**config.mk**
```make
export PLATFORM = sky130hd
export DESIGN_NAME = barrier_init_writer_flat
export DESIGN_NICKNAME = d
export VERILOG_FILES = /design/src/rtl/barrier_init_writer_if.sv /design/src/rtl/barrier_init_writer.sv /design/src/flat_wrapper.sv
export SDC_FILE = /design/constraint.sdc
export NUM_CORES = 1
export LEC_CHECK = 0
export CAP_MARGIN = 20
export CORE_MARGIN = 2
export CORE_UTILIZATION = 47
export CTS_BUF_LIST = sky130_fd_sc_hd__clkbuf_2 sky130_fd_sc_hd__clkbuf_4 sky130_fd_sc_hd__clkbuf_8
export CTS_CLUSTER_SIZE = 24
export DETAILED_ROUTE_END_ITERATION = 8
export PLACE_DENSITY_LB_ADDON = 0.25
export SLEW_MARGIN = 20
export SYNTH_ARGS = -nofsm -noshare
export SYNTH_HDL_FRONTEND = slang
export SYNTH_SLANG_ARGS = --single-unit
```
**constraint.sdc**
```tcl
create_clock -name clk_in -period 5.7 [get_ports clk_in]
set_input_delay 0.855 -clock clk_in [delete_from_list [all_inputs] [get_ports clk_in]]
set_output_delay 0.855 -clock clk_in [all_outputs]
set_load 0.01 [all_outputs]
```
**src/rtl/barrier_init_writer_if.sv**
```systemverilog
// Generator lookup and arbitrated BRAM write port used by the barrier init sequencer.
interface barrier_init_writer_if;
  logic        grant_in;
  logic [15:0] gen_addr_out;
  logic        gen_data_in;
  logic        bram_we_out;
  logic [15:0] bram_addr_out;
  logic        bram_data_out;

  modport master (
    input  grant_in, gen_data_in,
    output gen_addr_out, bram_we_out, bram_addr_out, bram_data_out
  );

  modport slave (
    output grant_in, gen_data_in,
    input  gen_addr_out, bram_we_out, bram_addr_out, bram_data_out
  );
endinterface

```
**src/rtl/barrier_init_writer.sv**
```systemverilog
// Sweeps every lattice cell through the barrier generator and writes each flag to
// the barrier BRAM, in address order, through a small skid FIFO.
//
// state   | meaning
// S_IDLE  | waiting for start_in; count holds last sweep result
// S_SWEEP | issuing addresses 0..N-1 to the generator
// S_DRAIN | all issued; flushing in-flight results and FIFO
// S_DONE  | one-cycle completion pulse
module barrier_init_writer #(
  parameter int unsigned GRID_W      = 320,
  parameter int unsigned GRID_H      = 180,
  parameter int unsigned GEN_LATENCY = 0,
  parameter int unsigned FIFO_DEPTH  = 4
) (
  input  logic                  clk_in,
  input  logic                  rst_in,
  input  logic                  start_in,
  barrier_init_writer_if.master bus,
  output logic                  busy_out,
  output logic                  done_out,
  output logic [15:0]           barrier_count_out
);
  localparam int unsigned N         = GRID_W * GRID_H;
  localparam logic [15:0] LAST_ADDR = 16'(N - 1);
  localparam int unsigned PTR_W     = (FIFO_DEPTH > 1) ? $clog2(FIFO_DEPTH) : 1;
  localparam int unsigned CNT_W     = $clog2(FIFO_DEPTH + 1);
  localparam int unsigned PIPE_D    = (GEN_LATENCY > 0) ? GEN_LATENCY : 1;
  localparam logic [PTR_W-1:0] PTR_LAST = PTR_W'(FIFO_DEPTH - 1);
  localparam logic [CNT_W:0]   DEPTH_C  = (CNT_W + 1)'(FIFO_DEPTH);

  typedef enum logic [1:0] {S_IDLE, S_SWEEP, S_DRAIN, S_DONE} state_t;
  state_t state_q, state_d;

  logic [15:0]      issue_cnt_q, issue_cnt_d;
  logic [15:0]      count_q, count_d;
  logic [PIPE_D-1:0] pipe_vld_q, pipe_vld_d;
  logic [15:0]      pipe_addr_q [PIPE_D];
  logic [15:0]      fifo_addr_q [FIFO_DEPTH];
  logic             fifo_flag_q [FIFO_DEPTH];
  logic [PTR_W-1:0] rd_ptr_q, wr_ptr_q;
  logic [CNT_W-1:0] fifo_cnt_q, fifo_cnt_d;
  logic [CNT_W-1:0] in_flight, in_flight_d;
  logic [CNT_W:0]   committed;
  logic             issue, push, pop, fifo_empty, head_flag;
  logic [15:0]      push_addr;

  assign fifo_empty = (fifo_cnt_q == '0);
  assign head_flag  = fifo_flag_q[rd_ptr_q];
  assign pop        = bus.grant_in && !fifo_empty;
  // An entry popped this edge is free for a result arriving later, so crediting
  // it keeps one issue per cycle when the pipe is full.
  assign committed  = {1'b0, in_flight} + {1'b0, fifo_cnt_q} - {{CNT_W{1'b0}}, pop};
  assign issue      = (state_q == S_SWEEP) && bus.grant_in && (committed < DEPTH_C);
  assign push       = (GEN_LATENCY == 0) ? issue : pipe_vld_q[PIPE_D-1];
  assign push_addr  = (GEN_LATENCY == 0) ? issue_cnt_q : pipe_addr_q[PIPE_D-1];
  assign fifo_cnt_d = fifo_cnt_q + CNT_W'(push) - CNT_W'(pop);

  always_comb begin
    pipe_vld_d    = pipe_vld_q << 1;
    pipe_vld_d[0] = issue && (GEN_LATENCY != 0);
  end

  always_comb begin
    in_flight   = '0;
    in_flight_d = '0;
    for (int i = 0; i < PIPE_D; i++) begin
      in_flight   = in_flight + CNT_W'(pipe_vld_q[i]);
      in_flight_d = in_flight_d + CNT_W'(pipe_vld_d[i]);
    end
  end

  always_ff @(posedge clk_in or negedge rst_in) begin
    if (!rst_in) state_q <= S_IDLE;
    else         state_q <= state_d;
  end

  always_comb begin
    state_d = state_q;
    case (state_q)
      S_IDLE:  if (start_in) state_d = S_SWEEP;
      S_SWEEP: if (issue && issue_cnt_q == LAST_ADDR) state_d = S_DRAIN;
      // Leave as soon as the final write drains, so done follows it directly.
      S_DRAIN: if (in_flight_d == '0 && fifo_cnt_d == '0) state_d = S_DONE;
      S_DONE:  state_d = S_IDLE;
      default: state_d = S_IDLE;
    endcase
  end

  always_comb begin
    busy_out = (state_q == S_SWEEP) || (state_q == S_DRAIN);
    done_out = (state_q == S_DONE);
  end

  always_comb begin
    issue_cnt_d = issue_cnt_q;
    count_d     = count_q;
    if (state_q == S_IDLE && start_in) begin
      issue_cnt_d = '0;
      count_d     = '0;
    end else begin
      if (issue && issue_cnt_q != LAST_ADDR) issue_cnt_d = issue_cnt_q + 16'd1;
      if (pop && head_flag && count_q != 16'hFFFF) count_d = count_q + 16'd1;
    end
  end

  always_ff @(posedge clk_in or negedge rst_in) begin
    if (!rst_in) begin
      issue_cnt_q <= '0;
      count_q     <= '0;
      pipe_vld_q  <= '0;
      for (int i = 0; i < PIPE_D; i++) pipe_addr_q[i] <= '0;
    end else begin
      issue_cnt_q <= issue_cnt_d;
      count_q     <= count_d;
      pipe_vld_q  <= pipe_vld_d;
      for (int i = PIPE_D - 1; i > 0; i--) pipe_addr_q[i] <= pipe_addr_q[i-1];
      pipe_addr_q[0] <= issue_cnt_q;
    end
  end

  always_ff @(posedge clk_in or negedge rst_in) begin
    if (!rst_in) begin
      rd_ptr_q   <= '0;
      wr_ptr_q   <= '0;
      fifo_cnt_q <= '0;
      for (int i = 0; i < FIFO_DEPTH; i++) begin
        fifo_addr_q[i] <= '0;
        fifo_flag_q[i] <= 1'b0;
      end
    end else begin
      fifo_cnt_q <= fifo_cnt_d;
      if (push) begin
        fifo_addr_q[wr_ptr_q] <= push_addr;
        fifo_flag_q[wr_ptr_q] <= bus.gen_data_in;
        wr_ptr_q <= (wr_ptr_q == PTR_LAST) ? '0 : wr_ptr_q + PTR_W'(1);
      end
      if (pop) rd_ptr_q <= (rd_ptr_q == PTR_LAST) ? '0 : rd_ptr_q + PTR_W'(1);
    end
  end

  assign bus.gen_addr_out  = issue_cnt_q;
  assign bus.bram_we_out   = pop;
  assign bus.bram_addr_out = fifo_empty ? 16'd0 : fifo_addr_q[rd_ptr_q];
  assign bus.bram_data_out = fifo_empty ? 1'b0 : head_flag;
  assign barrier_count_out = count_q;
endmodule
```
**src/flat_wrapper.sv**
```systemverilog
// flat-port wrapper written by rule: the top's interface ports become plain ports
module barrier_init_writer_flat 
#(
  parameter int unsigned GRID_W      = 320,
  parameter int unsigned GRID_H      = 180,
  parameter int unsigned GEN_LATENCY = 0,
  parameter int unsigned FIFO_DEPTH  = 4
)
  (clk_in, rst_in, start_in, busy_out, done_out, barrier_count_out, bus_grant_in, bus_gen_data_in, bus_gen_addr_out, bus_bram_we_out, bus_bram_addr_out, bus_bram_data_out);
  barrier_init_writer_if bus_i ();
  input  logic clk_in;
  input  logic rst_in;
  input  logic start_in;
  output logic busy_out;
  output logic done_out;
  output logic [15:0] barrier_count_out;
  input wire logic [$bits(bus_i.grant_in)-1:0] bus_grant_in;
  input wire logic [$bits(bus_i.gen_data_in)-1:0] bus_gen_data_in;
  output wire logic [$bits(bus_i.gen_addr_out)-1:0] bus_gen_addr_out;
  output wire logic [$bits(bus_i.bram_we_out)-1:0] bus_bram_we_out;
  output wire logic [$bits(bus_i.bram_addr_out)-1:0] bus_bram_addr_out;
  output wire logic [$bits(bus_i.bram_data_out)-1:0] bus_bram_data_out;
  assign bus_i.grant_in = bus_grant_in;
  assign bus_i.gen_data_in = bus_gen_data_in;
  assign bus_gen_addr_out = bus_i.gen_addr_out;
  assign bus_bram_we_out = bus_i.bram_we_out;
  assign bus_bram_addr_out = bus_i.bram_addr_out;
  assign bus_bram_data_out = bus_i.bram_data_out;
  barrier_init_writer #(.GRID_W(GRID_W), .GRID_H(GRID_H), .GEN_LATENCY(GEN_LATENCY), .FIFO_DEPTH(FIFO_DEPTH)) u_core (.clk_in(clk_in), .rst_in(rst_in), .start_in(start_in), .bus(bus_i), .busy_out(busy_out), .done_out(done_out), .barrier_count_out(barrier_count_out));
endmodule
```
Yosys cells after proc, flatten, opt, wreduce, memory -nomap -nowiden
Index checks and enable logic that the tools add are counted.
- bits in registers: 109
- latch bits: 0
- memory bits (writable): 0
- ROM bits: 0
- logic and storage cells: 79
- memories kept: 0
- add/sub/neg operators: 7
- $mul: 0
- div/mod/pow operators: 0
- $lt $le $gt $ge: 4
- equality and inequality tests: 11
- shifts and indexed selects: 0
- multiplexer cells: 24
- bitwise logic cells: 2
- reduce and logical (&&, ||, !) cells: 17
- operators by type and width (operator ; count):
    2-to-1 mux 16 bit ; 8
    bitwise mux 64 bit ; 1
    adder 16 x 1 -> 16 bit (second input constant) ; 2
    binary-select mux 16 bit (select 2 bit) ; 1
    demux 16 bit (select 2 bit) ; 1
    inequality test 16 bit (second input constant) ; 2
    == test 16 bit (second input constant) ; 1
    2-to-1 mux 2 bit ; 5
    logical AND 1 bit ; 9
    == test 2 bit (second input constant) ; 4
    one-hot mux 2 bit (4 select lines) ; 1
    >= comparator 3 bit (second input constant) ; 2
    logical NOT 3 bit ; 2
    NOT 2 -> 3 bit ; 2
    adder 2 x 1 -> 2 bit (second input constant) ; 2
    bitwise mux 4 bit ; 1
    less-than comparator 4 x 3 -> 1 bit (second input constant) ; 1
    2-to-1 mux 1 bit ; 4
    inequality test 2 bit (second input constant) ; 2
    nonzero test 2 bit ; 2
    subtractor 3 x 1 -> 4 bit ; 1
    adder 3 x 1 -> 3 bit ; 1
    less-than comparator 3 x 1 -> 1 bit (second input constant) ; 1
    AND reduction 3 bit ; 1
    other kinds (8) ; 8

Depth between registers and ports, before layout
Gate-level depths: netlist of run 1.
- depth after elaboration: 11
- depth in mapped cells: 13

Worst setup path after synthesis of run 1
Ideal clock, no wire load.
- path type: input to register
- start: input bus_grant_in
- end: register u_core.state_q[1]
- setup time: 125 ps
- data arrival time: 3521 ps
- path slack: 2054 ps
- cell stages on the path: 13
- path buffers: 0
- path through: inv_1 -> nor2_1 -> ha_1 -> nor4bb_1 -> a211oi_2 -> nor2_2 -> ha_1 -> inv_1 -> fa_1 -> inv_1 -> o31ai_1 -> nand3_1 -> mux2_4
- longest elaborated chain between the ends: 9
- elaborated cells between the ends (all ways): 12
- those cells by class: 3 x add/sub; 1 x order compare; 2 x eq/ne; 6 x reduce/logical
- ends and longest elaborated chain (item ; line ; source):
    start: declaration ; flat_wrapper.sv:17 ; input wire logic [$bits(bus_i.grant_in)-1:0] bus_grant_in;
    logical AND 1 bit ; barrier_init_writer.sv:49 ; assign pop = bus.grant_in && !fifo_empty;
    named net bus_bram_we_out ; flat_wrapper.sv:20 ; output wire logic [$bits(bus_i.bram_we_out)-1:0] bus_bram_we_out;
    subtractor 3 x 1 -> 4 bit ; barrier_init_writer.sv:52 ; assign committed = {1'b0, in_flight} + {1'b0, fifo_cnt_q} - {{CNT_W{1'b0}}, pop};
    less-than comparator 4 x 3 -> 1 bit ; barrier_init_writer.sv:53 ; assign issue = (state_q == S_SWEEP) && bus.grant_in && (committed < DEPTH_C);
    logical AND 1 bit ; barrier_init_writer.sv:53 ;
    named net u_core.issue ; barrier_init_writer.sv:44 ; logic issue, push, pop, fifo_empty, head_flag;
    adder 3 x 1 -> 3 bit ; barrier_init_writer.sv:56 ; assign fifo_cnt_d = fifo_cnt_q + CNT_W'(push) - CNT_W'(pop);
    subtractor 3 x 1 -> 3 bit ; barrier_init_writer.sv:56 ;
    named net u_core.fifo_cnt_d[1] ; barrier_init_writer.sv:41 ; logic [CNT_W-1:0] fifo_cnt_q, fifo_cnt_d;
    logical NOT 3 bit ; barrier_init_writer.sv:83 ; S_DRAIN: if (in_flight_d == '0 && fifo_cnt_d == '0) state_d = S_DONE;
    inequality test 2 x 1 -> 1 bit (no source line) ; - ;
    AND reduction 3 bit (no source line) ; - ;
    end signal: assignment ; barrier_init_writer.sv:74 ; else state_q <= state_d;
    end: declaration ; barrier_init_writer.sv:32 ; state_t state_q, state_d;
The timed path passes the listed nets, and every way through them passes these cells.
A chain may end at the register's enable or synchronous reset.

Worst setup path after layout of run 1
- start: input bus_grant_in
- end: register u_core.state_q[1]
- longest elaborated chain between the ends: 9
- elaborated cells between the ends (all ways): 12
- those cells by class: 3 x add/sub; 1 x order compare; 2 x eq/ne; 6 x reduce/logical
- ends and longest elaborated chain (item ; line):
    logical AND 1 bit ; barrier_init_writer.sv:49
    subtractor 3 x 1 -> 4 bit ; barrier_init_writer.sv:52
    less-than comparator 4 x 3 -> 1 bit ; barrier_init_writer.sv:53
    logical AND 1 bit (*) ; barrier_init_writer.sv:53
    named net u_core.issue ; barrier_init_writer.sv:44
    adder 3 x 1 -> 3 bit (*) ; barrier_init_writer.sv:56
    subtractor 3 x 1 -> 3 bit (*) ; barrier_init_writer.sv:56
    named net u_core.fifo_cnt_d[1] ; barrier_init_writer.sv:41
    logical NOT 3 bit (*) ; barrier_init_writer.sv:83
    inequality test 2 x 1 -> 1 bit (no source line) (*) ; -
    AND reduction 3 bit (no source line) (*) ; -
The timed path passes the listed nets; every way through them passes the cells marked *.

==> flow_summary_export.csv, run 1 <==
group,metric,value,unit
global_routing,grt_util_met1,0.276,
clock_tree,cts_hold_buf,0,
sta,holdWs,0.491,ns
placement,placed_area,0.00614,sq mm
global_routing,grt_pass1_vias,3707,
yosys,synth-main-ff-cell,"dfrtp_1",
floorplan,start_util,0.482,
clock_tree,htreeDepth,3,
sta,finalHoldViolCount,0,
sta,max_freq,0.242,GHz
pwr,seqPwrFrac,0.426,
global_routing,met2_usage,0.300,
hold_path,hold_path.class,"register to register",
routing,drc,0,
sta,maxSlewViolCount,0,
cells_and_area,fillers,987,
sta,worst_slew_pin_slew,1.08,ns
pwr,power.clock.fraction,0.217,
routing,postRouteAntennaNets,0,
pwr,p_sw_frac,0.335,
placement,dp.cells,623,
job,cap_violations,0,
global_routing,use_met3,0.0351,
worst_setup_path,worst_ep_arrival_time,4.38,ns
cells_and_area,multiInputGateArea,0.00260,sq mm
global_routing,grt_first_pass_wirelength,19300,um
floorplan,io_pins,57,
worst_setup_path,worst-setup-path-type,"input port to register",
yosys,ys_types,48,
routing,num_vias,3635,
sta,post-route-period-util,0.724,
cells_and_area,syn_to_final_growth,16.0,%
global_routing,grt_overflow_total,0,
yosys,ys_warn_count,0,
sta,rsz0062_at_grt,"no",
yosys,netlist_area,0.00551,sq mm
routing,first_pass_iters,5,
floorplan,die_area,0.0126,sq mm
sta,fin_setup_tns,0,ns
clock_tree,cts_buffers,9,
global_routing,antenna_found_initial,0,
sta,relSlewSlack,0.277,
clock_tree,cts_tree,"yes",
worst_setup_path,worstSetupStartpointType,"input port",
pwr,powerDensity,401,mW/mm^2
placement,placement.io_buffers,56,
sta,setup_viol,0,
yosys,synth_nets,470,
clock_tree,clock_latency,0.37,ns
routing,viasPerCell,5.69,
yosys,postSynthCellCount,447,
worst_setup_path,rr_worst_depth,14,
cells_and_area,fin_nets,514,
placement,dp_hpwl,7570,um
clock_tree,cts_resized,0,
sta,period_needed,4.13,ns
routing,post_drt_wl_per_cell,18.0,um
cells_and_area,finalInstanceArea,0.00638,sq mm
clock_tree,clk_pin_slew_worst_paths,0.09,ns
yosys,ys_seq_area_frac,0.495,
floorplan,rows,39,
global_routing,grt_max_degree,61,
floorplan,design.core.area,0.0114,sq mm
clock_tree,clkSinkCount,109,
cells_and_area,drive_gt1_frac,0.244,
global_routing,grt.total_usage,0.194,
pwr,internal-power,0.00170,W
clock_tree,cts_root_buffer,"clkbuf_8",
routing,drt-total-wl,11500,um
clock_tree,clockBufferDepth,2,
yosys,synth_edf_count,0,
yosys,syn_area_per_cell,12.3,sq um
global_routing,grt-busiest-layer,"met2",
pwr,combPwrFrac,0.358,
yosys,synthArstFlopShare,1.00,
clock_tree,post_cts_buffers,0,
cells_and_area,final_cells,639,
routing,drt_iter0_markers,138,
floorplan,die_w,112,um
worst_setup_path,cp-end-kind,"register",
pwr,p_leak,2.85,nW
cells_and_area,diodes,0,
cells_and_area,ff_latch_area,0.00273,sq mm
pwr,peakVddDrop,0.254,mV
worst_setup_path,required,5.96,ns
sta,clock_skew,0.0150,ns
placement,gp_congestion,0.836,
yosys,ys_ff_latch,109,
pwr,power.switching,0.000858,W
worst_setup_path,critical_path_peak_fanout,9,
hold_path,min_path_cells,1,
floorplan,die_h,112,um
outcome,outcome,"finished, final reports clean",
==> cells in the mapped netlist, types with 9 or more instances <==
cell        n  share of area
a21oi_1    10         0.0091
xnor2_1    16          0.025
nor2_1     35          0.024
inv_1      13         0.0089
mux2_2     65           0.13
ha_1       17          0.039
clkbuf_1   12         0.0082
dfrtp_1   109           0.50
nor2b_1    17          0.019
mux4_2     17          0.070
nor3_1      9         0.0082
nand2_1    24          0.016
==> cell families after synthesis <==
logic type,synth area share
simple gates,0.134
fa+ha+maj,0.0423
xor+xnor,0.0270
buf+inv,0.0334
compound gates,0.0486
flops,0.495
mux,0.219
==> sequential cells by signal (all words and copies together), names as in the netlist <==
signal                    cells
u_core.fifo_cnt_q             3
u_core.fifo_addr_q           64
u_core.fifo_flag_q            4
u_core.wr_ptr_q               2
u_core.rd_ptr_q               2
u_core.bus.gen_addr_out      16
u_core.barrier_count_out     16
u_core.state_q                2
==> layout by cell type (no fill, tap or decap), types with 9 or more instances in the layout <==
cell type and n:
dfrtp_1 109, mux2_2 65, clkdlybuf4s50_1 55, nor2_1 35, nand2_1 24, mux4_2 17, nor2b_1 17, ha_1 17
xnor2_1 16, inv_1 13, a21oi_1 10, clkbuf_8 9
==> metrics by stage <==
step	total power, W	utilization	worst slack [ns]
floorplan	0.00168	-	2.05
global placement	0.00200	0.538	1.47
detailed placement	0.00203	0.538	1.22
CTS	0.00259	0.559	1.62
global route	0.00271	0.559	1.34
finish	0.00256	0.559	1.57
==> final cells by class <==
| type | instances | share of cell area |
|---|---|---|
| tap | 143 | 0.0280 |
| inverter | 13 | 0.00764 |
| timing repair buffer | 60 | 0.0921 |
| clock inverter | 6 | 0.0170 |
| sequential | 109 | 0.427 |
| multi-input combinational | 298 | 0.407 |
| clock buffer | 10 | 0.0206 |
==> worst paths after layout <==
path	start	endpoint	slack, ns
worst max register to register	u_core.fifo_cnt_q[1]	u_core.state_q[1]	1.88
max in group asynchronous	rst_in	u_core.fifo_addr_q[12]	4.03
worst max-delay path	bus_grant_in	u_core.state_q[1]	1.57
worst min register to register	u_core.fifo_flag_q[3]	u_core.fifo_flag_q[3]	0.49
worst min-delay path	u_core.fifo_flag_q[3]	u_core.fifo_flag_q[3]	0.49
min in group asynchronous	rst_in	u_core.fifo_addr_q[3]	0.50
==> power by group through the flow <==
stage               Sequential, W  Combinational, W  Clock, W
CTS                       0.00109          0.000930  0.000571
detailed placement        0.00111          0.000926         0
floorplan                 0.00103          0.000648         0
finish                    0.00109          0.000916  0.000554
global placement          0.00109          0.000904         0
global route              0.00112          0.000997  0.000601
==> worst max-delay path: stages <==
cell	delay (ns)
clkdlybuf4s50_1	0.52
inv_1	0.08
nor2_1	0.31
ha_1	0.27
nor4bb_1	0.42
a211oi_2	0.16
nor2_2	0.29
ha_1	0.19
inv_1	0.05
fa_1	0.47
inv_1	0.05
o31ai_1	0.24
nand3_1	0.16
mux2_4	0.32
==> layer usage <==
| metal | up-vias | routed length (um) |
|---|---|---|
| met4 | 0 | 222 |
| li1 | 1677 | - |
| met1 | 1852 | 5370 |
| met5 | - | 0 |
| met2 | 88 | 5500 |
| met3 | 18 | 415 |
Note: power is estimated with default switching activity, not from simulation.
==> run 2, diff against run 1 <==
==> constraint.sdc (replaced) <==
create_clock -name clk_in -period 3.4 [get_ports clk_in]
set_input_delay 0.51 -clock clk_in [delete_from_list [all_inputs] [get_ports clk_in]]
set_output_delay 0.51 -clock clk_in [all_outputs]
set_load 0.01 [all_outputs]
==> run 2 against run 1 <==
Sequential share of layout area is 0.91 points lower. Utilization up 1.2 points. Cell area up 2.2%. Sequential power is 67% higher. Register-to-register slack got worse by 1.6 ns. First-iteration DRC count increased by 17%. Flip-flop and latch count unchanged. Highest routed layer unchanged.
==> flow_summary_export.csv, run 2 (same netlist as run 1, synthesis figures left out) <==
group,metric,value,unit
routing,wl_met2,5810,um
floorplan,io_pins,57,
routing,dr_wl_met3,369,um
hold_path,hold_path.class,"input port to asynchronous set/reset pin",
floorplan,design.core.area,0.0114,sq mm
cells_and_area,final_cell_mix,"109 x dfrtp_1, 65 x mux2_2, 55 x clkdlybuf4s50_1",
pwr,internal-power,0.00281,W
worst_setup_path,critical_path_peak_fanout,2,
worst_setup_path,worstSetupStartpointType,"input port",
pwr,p_sw_frac,0.341,
routing,drt-total-wl,11700,um
routing,post_drt_wl_per_cell,17.8,um
worst_setup_path,startpoint,"bus_grant_in",
clock_tree,cts_hold_buf,0,
routing,first_pass_iters,4,
pwr,total_power,0.00427,W
clock_tree,clock_latency,0.38,ns
floorplan,start_util,0.482,
routing,drt_iter0_markers,161,
global_routing,grt_pass1_vias,3808,
global_routing,grt_max_degree,89,
placement,gp_congestion,0.822,
routing,viasPerCell,5.63,
global_routing,grt_first_pass_wirelength,19600,um
clock_tree,cts_root_buffer,"clkbuf_8",
cells_and_area,drive_gt1_frac,0.274,
sta,worst_slew_pin_slew,0.797,ns
routing,postRouteAntennaNets,0,
pwr,power.clock.fraction,0.193,
cells_and_area,utilization,0.571,
pwr,power.switching,0.00146,W
sta,relSlewSlack,0.467,
outcome,outcome,"finished, final reports clean",
floorplan,die_w,112,um
sta,clock_skew,0.0154,ns
cells_and_area,final_common_cell,"dfrtp_1",
global_routing,grt_overflow_total,0,
worst_setup_path,r2r-end,"u_core.state_q[1]",
worst_setup_path,worst_ep_arrival_time,3.41,ns
clock_tree,htreeDepth,3,
clock_tree,post_cts_buffers,0,
global_routing,antenna_found_initial,0,
routing,drc,0,
floorplan,die_h,112,um
cells_and_area,finalInstanceArea,0.00652,sq mm
worst_setup_path,rr_worst_depth,14,
pwr,seqPwrFrac,0.426,
worst_setup_path,required,3.66,ns
pwr,combPwrFrac,0.381,
cells_and_area,fin_nets,534,
cells_and_area,largest_reg_flops,64,
sta,rsz0062_at_grt,"no",
clock_tree,cts_buffers,9,
sta,period_needed,3.15,ns
cells_and_area,regMostFlops,"u_core.fifo_addr_q",
clock_tree,cts_resized,0,
sta,finalHoldViolCount,0,
routing,wl_met1,5340,um
floorplan,rows,39,
clock_tree,cts_tree,"yes",
pwr,peakVddDrop,0.386,mV
job,cap_violations,0,
pwr,p_leak,2.93,nW
worst_setup_path,timing.reg2reg.setup_slack,0.28,ns
cells_and_area,diodes,0,
floorplan,die_area,0.0126,sq mm
sta,max_freq,0.317,GHz
clock_tree,clk_pin_slew_worst_paths,0.10,ns
sta,holdWs,0.0115,ns
sta,maxSlewViolCount,0,
clock_tree,clockBufferDepth,2,
cells_and_area,syn_to_final_growth,18.5,%
clock_tree,clkSinkCount,109,
sta,setup_viol,0,
worst_setup_path,endpoint,"u_core.state_q[1]",
routing,highest_layer,"met4",
sta,post-route-period-util,0.927,
pwr,powerDensity,654,mW/mm^2
worst_setup_path,cp-end-kind,"register",
placement,placement.io_buffers,56,
worst_setup_path,r2r_start,"u_core.fifo_cnt_q[1]",
worst_setup_path,worst-setup-path-type,"input port to register",
global_routing,grt.total_usage,0.197,
placement,placed_area,0.00631,sq mm
placement,dp_hpwl,8070,um
routing,num_vias,3706,
-- run 2: changes by cell type in the layout (fill, tap and decap cells not counted), sizes merged --
cell,change
bufinv,-2
clkbuf,+1
clkinvlp,+1
buf,+20
clkinv,-1
-- run 2: routing by layer --
layer  up-vias  GRT usage
met4         0     0.0699
met1      1899      0.269
met5         -          0
met2        72      0.330
li1       1724          -
met3        11     0.0227
-- run 2: critical path, cell delays in order --
cell	delay, ns
clkdlybuf4s50_1	0.48
inv_1	0.06
nor2_1	0.14
ha_1	0.19
nor4bb_2	0.32
a211oi_2	0.08
nor2_2	0.14
ha_1	0.16
inv_1	0.05
fa_1	0.48
inv_1	0.05
o31ai_1	0.25
nand3_1	0.17
mux2_4	0.33
-- run 2: layout make-up --
type	count	area (sq um)
Clock inverter	4	55.1
Fill cell	997	4890
Clock buffer	11	151
Tap cell	143	179
Inverter	13	48.8
Multi-Input combinational cell	298	2610
Sequential cell	109	2730
Timing Repair Buffer	80	751
-- run 2: worst min-delay path by stage --
stage                       from                          end  slack [ns]  cells after the start
after global routing      rst_in   u_core.bus.gen_addr_out[7]        0.03                      1
final                     rst_in            u_core.state_q[0]        0.01                      1
after global placement    rst_in         u_core.fifo_cnt_q[1]        0.43                      1
after detailed placement  rst_in         u_core.fifo_cnt_q[2]        0.43                      1
after CTS                 rst_in            u_core.state_q[0]        0.01                      1
after floorplan           rst_in  u_core.barrier_count_out[0]        0.21                      0
-- run 2: power groups by stage --
stage               clock network [W]  logic, W  registers, W
global route                 0.000883   0.00180       0.00186
global placement                    0   0.00161       0.00183
CTS                          0.000840   0.00166       0.00182
detailed placement                  0   0.00166       0.00184
floorplan                           0   0.00109       0.00174
finish                       0.000822   0.00163       0.00182
-- run 2: metrics by stage --
step | instances | setup TNS, ns | setup slack [ns]
final | 658 | 0 | 0.249
after global routing | 658 | 0 | 0.0395
after CTS | 658 | 0 | 0.212
after detailed placement | 643 | -0.173 | -0.173
after global placement | 643 | -0.0281 | -0.0281
after floorplan | 447 | 0 | 0.0699
